==> config.mk <==
export PLATFORM = sky130hd
export DESIGN_NAME = soqpsk_addr_gen
export DESIGN_NICKNAME = d
export VERILOG_FILES = /design/src/rtl/soqpsk_addr_gen.sv
export SDC_FILE = /design/constraint.sdc
export NUM_CORES = 1
export LEC_CHECK = 0
export CORE_MARGIN = 1
export CORE_UTILIZATION = 50
export DETAILED_ROUTE_END_ITERATION = 7
export GPL_TIMING_DRIVEN = 0
export PLACE_DENSITY = 0.86
export SYNTH_ARGS = -nofsm -noshare
export SYNTH_HDL_FRONTEND = slang
export SYNTH_SLANG_ARGS = --single-unit
==> constraint.sdc <==
create_clock -name clock -period 1.9 [get_ports clock]
set_input_delay 0.57 -clock clock [delete_from_list [all_inputs] [get_ports clock]]
set_output_delay 0.57 -clock clock [all_outputs]
set_load 0.03 [all_outputs]
==> src/rtl/soqpsk_addr_gen.sv <==
// SOQPSK waveform-ROM address generator.
// Buffers one data bit, precodes it into a ternary alpha at each symbol
// boundary, tracks the running quadrant and emits a 9-bit ROM address
// {q, alpha_k, alpha_(k-1), sample} on every enabled sample.
//
// Handshake: a bit is taken on a rising clock edge when bit_valid and
// bit_ready are both high; bit_ready is high exactly when the one-entry
// buffer is empty and reset is low, and bit_valid may be raised or dropped
// at any time without obligation.
module soqpsk_addr_gen #(
    parameter int SPS_LOG2 = 3,
    parameter int ADDR_W   = 9
) (
    input  logic              clock,
    input  logic              reset,
    input  logic              enable,
    input  logic              bit_in,
    input  logic              bit_valid,
    output logic              bit_ready,
    output logic [ADDR_W-1:0] address,
    output logic              addr_valid,
    output logic              underrun
);

    // Symbol/sample state. Data symbols are held as bits: 1 = +1, 0 = -1.
    logic [SPS_LOG2-1:0] r_s;           // sample index within the symbol
    logic                r_par;         // parity of symbol index k
    logic                r_a1;          // a_(k-1)
    logic                r_a2;          // a_(k-2)
    logic [1:0]          r_alpha_k;     // alpha of the current symbol
    logic [1:0]          r_alpha_km1;   // alpha of the previous symbol
    logic [1:0]          r_q;           // quadrant, running sum of alphas
    logic                r_buf_full;
    logic                r_buf_bit;
    logic [ADDR_W-1:0]   r_address;
    logic                r_addr_valid;
    logic                r_underrun;

    logic                w_boundary;
    logic                w_accept;
    logic                w_ak;
    logic                w_neg;
    logic [1:0]          w_alpha_new;
    logic [1:0]          w_q_nxt;
    logic [ADDR_W-1:0]   w_addr_nxt;

    assign bit_ready  = ~r_buf_full & ~reset;
    assign w_accept   = bit_valid & bit_ready;
    assign w_boundary = enable & (r_s == '0);
    // An empty buffer at the boundary yields a_k = -1 (bit 0).
    assign w_ak       = r_buf_full & r_buf_bit;
    // alpha encoding is 2-bit two's complement, so the quadrant update is a plain add.
    assign w_q_nxt    = r_q + r_alpha_k;

    // Precoder: alpha = (-1)^(k+1) * a_(k-1) * (a_k - a_(k-2)) / 2.
    // Nonzero only when a_k differs from a_(k-2); sign is the xor of the three negative factors.
    always_comb begin
        w_alpha_new = 2'b00;
        w_neg       = (~r_par) ^ (~r_a1) ^ (~w_ak);
        if (w_ak != r_a2) begin
            w_alpha_new = w_neg ? 2'b11 : 2'b01;
        end
    end

    // Next address; at a boundary show the freshly updated quadrant and alphas.
    always_comb begin
        w_addr_nxt = ADDR_W'({r_q, r_alpha_k, r_alpha_km1, r_s});
        if (w_boundary) begin
            w_addr_nxt = ADDR_W'({w_q_nxt, w_alpha_new, r_alpha_k, r_s});
        end
    end

    // One-entry input buffer: accept only while empty, a boundary pop empties it.
    always_ff @(posedge clock) begin
        if (reset) begin
            r_buf_full <= 1'b0;
            r_buf_bit  <= 1'b0;
        end else if (w_accept) begin
            r_buf_full <= 1'b1;
            r_buf_bit  <= bit_in;
        end else if (w_boundary) begin
            r_buf_full <= 1'b0;
        end
    end

    // Sample counter, symbol history, alpha history and quadrant.
    always_ff @(posedge clock) begin
        if (reset) begin
            r_s         <= '0;
            r_par       <= 1'b0;
            r_a1        <= 1'b0;
            r_a2        <= 1'b0;
            r_alpha_k   <= 2'b00;
            r_alpha_km1 <= 2'b00;
            r_q         <= 2'b00;
        end else if (enable) begin
            r_s <= r_s + 1'b1;
            if (w_boundary) begin
                r_par       <= ~r_par;
                r_a2        <= r_a1;
                r_a1        <= w_ak;
                r_alpha_km1 <= r_alpha_k;
                r_alpha_k   <= w_alpha_new;
                r_q         <= w_q_nxt;
            end
        end
    end

    // Registered outputs: address holds between enables, valid/underrun are one-cycle pulses.
    always_ff @(posedge clock) begin
        if (reset) begin
            r_address    <= '0;
            r_addr_valid <= 1'b0;
            r_underrun   <= 1'b0;
        end else begin
            r_addr_valid <= enable;
            r_underrun   <= w_boundary & ~r_buf_full;
            if (enable) begin
                r_address <= w_addr_nxt;
            end
        end
    end

    assign address    = r_address;
    assign addr_valid = r_addr_valid;
    assign underrun   = r_underrun;

endmodule

==> results.sh <==
export IMPL_status="completed"
export IMPL_die_area_sq_um=2190
export IMPL_postCtsSetupRepairBufs=0
export IMPL_critical_path_data_required_time_ns=1.33
export IMPL_tightest_hold_check_type="primary input to register"
export IMPL_rsz0062_at_grt="false"
export IMPL_synth_ff_latch_count=25
export IMPL_cts_path_max_buffers=2
export IMPL_path_max_fanout=10
export IMPL_reg2reg_from="r_s[0]"
export IMPL_synth_yosys_seq_area_share=0.498
export IMPL_worst_r2r_path_depth=7
export IMPL_fp_row_count=15
export IMPL_fin_skew_ns=0.0107
export IMPL_vdd_ir_drop_worst_mv=0.686
export IMPL_worstMarginPinSlew_ns=0.480
export IMPL_setup_worst_path_class="primary input to primary output"
export IMPL_cellLeakagePower_nw=0.563
export IMPL_placed_cells_incl_taps=143
export IMPL_utilization=0.678
export IMPL_clock_fmax_mhz=545
export IMPL_cts_buffers=3
export IMPL_minimum_setup_slack_among_reg_to_reg_paths_ns=0.27
export IMPL_io_pins=17
export IMPL_antenna_diode_count=0
export IMPL_syn2layout_area_growth_pct=21.7
export IMPL_fin_crit_ns=1.84
export IMPL_hpwlAfterDp_mm=1.28
export IMPL_synth_cell_type_count=25
export IMPL_dr_pass1_iters=4
export IMPL_layout_cell_area_excl_fill_sq_um=1220
export IMPL_routed_wirelength_mm=1.80
export IMPL_synth_net_count=111
export IMPL_post_cts_hold_buffer_count=0
export IMPL_report_power_total_mw=1.01
export IMPL_clkSinkCount=25
export IMPL_layout_filler_cells=169
export IMPL_syn_mean_instance_area_sq_um=9.75
export IMPL_critical_path_reg2reg_endpoint="address[4]"
export IMPL_vias=761
export IMPL_final_max_slew_violation_count=0
export IMPL_postSynthCellCount=103
export IMPL_number_of_antenna_violating_nets_in_the_routed_design=0
export IMPL_number_of_h_tree_branching_levels=1
export IMPL_max_cap_violations=0
export IMPL_gp_congestion=0.798
export IMPL_cts_tree="yes"
export IMPL_p_per_area_nw_per_um2=823
export IMPL_initial_core_util=0.558
export IMPL_critical_path_startpoint="reset"
export IMPL_place_area_sq_um=1190
export IMPL_grt_pass1_wl_mm=3.04
export IMPL_netlist_area_sq_um=1000
export IMPL_first_iter_violations=13
export IMPL_clock_tree_root_cell="clkbuf_4"
export IMPL_ratio_of_cells_with_drive_above_1_in_the_final_layout=0.107
export IMPL_avgViaCountPerCell=5.18
export IMPL_min_period_over_period=0.966
export IMPL_layout_nets=131
export IMPL_timing_hold_violations_final=0
export IMPL_die_x_microns=46.8
export IMPL_route_detailed_wl_per_inst_microns=12.2
export IMPL_timing_slew_headroom=0.680
export IMPL_kind_of_start_point_of_the_critical_path="primary input"
export IMPL_grt_pass1_vias=732
export IMPL_core_region_area_sq_um=1800
export IMPL_port_buffer_count=15
export IMPL_setup_worst_path_end="bit_ready"
export IMPL_timing_critical_path_arrival_ns=1.27
export IMPL_finalSetupViolations=0
export IMPL_chipHeight_microns=46.8
export IMPL_worst_setup_path_end_kind="primary output"
export IMPL_clkSlewWorstSetupHoldPaths_ns=0.14
export IMPL_grtUsageTotal=0.203
export IMPL_final_instance_count_excl_fill=147
export IMPL_post_route_drc_count=0
export IMPL_clk_latency_ns=0.33
export IMPL_synth_warnings=0
export IMPL_grt_max_degree=15
export IMPL_grt_remaining_overflow=0
export IMPL_antenna_found_initial=0
-- cells in the mapped netlist --
master,n,share of area
nand2_1,5,0.019
xnor2_1,3,0.026
buf_2,2,0.010
a211oi_1,4,0.030
clkbuf_1,3,0.011
mux2i_1,9,0.090
a41oi_1,1,0.0087
ha_1,3,0.037
nor2_1,18,0.067
nand3_1,1,0.0050
nor3b_1,1,0.0075
a21boi_0,1,0.0075
and3b_1,2,0.017
inv_1,4,0.015
or3_1,1,0.0062
a21oi_1,4,0.020
nor2b_1,2,0.012
buf_6,2,0.022
nand3b_4,1,0.020
a311oi_1,1,0.0087
xor2_1,2,0.017
nor3_1,2,0.010
o21ai_0,5,0.025
o32ai_1,1,0.0087
dfxtp_1,25,0.50
-- cell families (layout without fill, tap and decap cells) --
logic type | Yosys count | after routing | synth area share
compound gates | 17 | 17 | 0.108
mux | 9 | 9 | 0.0897
buf+inv | 11 | 30 | 0.0585
xor+xnor | 5 | 5 | 0.0436
fa+ha+maj | 3 | 3 | 0.0374
flops | 25 | 25 | 0.498
simple gates | 33 | 33 | 0.164
-- report_power, final --
group | switching (mW) | internal, mW
Sequential | 0.0242 | 0.558
Combinational | 0.103 | 0.0794
Clock | 0.162 | 0.0791
-- layout make-up --
class                   count  area (sq um)  share of cell area
flip-flops and latches     25           500               0.409
repair buffers             15           145               0.119
clock buffers               3          22.5              0.0184
clock inverters             1          5.00             0.00409
multi-input cells          67           448               0.366
well taps                  25          31.3              0.0256
plain buffers               7          55.1              0.0450
inverters                   4          15.0              0.0123
-- state kept, by name (all words and copies together) (netlist names) --
register	cells
r_alpha_km1	2
r_par	1
r_q	2
underrun	1
r_buf_full	1
r_a1	1
address	9
r_s	3
addr_valid	1
r_a2	1
r_alpha_k	2
r_buf_bit	1
-- cell usage in the layout (no fill, tap or decap), types with 3 or more instances in the layout --
cell type,count
inv_1,4
dlygate4sd2_1,9
a21oi_1,4
dfxtp_1,25
o21ai_0,5
nand2_1,5
ha_1,3
xnor2_1,3
mux2i_1,9
a211oi_1,4
clkbuf_4,3
clkdlybuf4s50_1,3
nor2_1,17
-- through the flow --
| stage | hold WS [ns] | TNS [ns] | setup slack, ns |
|---|---|---|---|
| after floorplan | 0.441 | 0 | 0.121 |
| after global placement | 0.450 | -0.792 | -0.536 |
| after detailed placement | 0.479 | -0.899 | -0.562 |
| after CTS | 0.480 | 0 | 0.000938 |
| after global routing | 0.472 | 0 | 0.0279 |
| final | 0.489 | 0 | 0.0648 |
-- worst max-delay path, cell delays in order --
cell and delay [ns]:
clkbuf_2 0.14, clkbuf_8 0.19, nor2_2 0.07, clkdlybuf4s15_2 0.29
-- per-layer routing --
metal  part of all wire  global-route usage  up-vias
met4              0.016               0.109        0
met2               0.48               0.331       23
met1               0.44               0.232      346
met3              0.066              0.0769        4
li1                   -                   -      388
met5                  0                   0        -
-- how the worst min path moves through the flow --
stage / start / to / slack [ns] / depth (start not counted)
2_1_floorplan: r_a2 / r_a2 / 0.44 / 2
3_3_place_gp: r_a2 / r_a2 / 0.45 / 2
3_5_place_dp: address[8] / address[8] / 0.48 / 2
4_1_cts: reset / address[8] / 0.48 / 2
5_1_grt: reset / address[8] / 0.47 / 2
6_report: reset / address[8] / 0.49 / 2
-- repair_timing --
item,4_1_cts,5_1_grt
pin swaps,0,0
endpoints found under the setup margin,10,2
gates resized for setup,16,2
(Power assumes the default switching activity.)
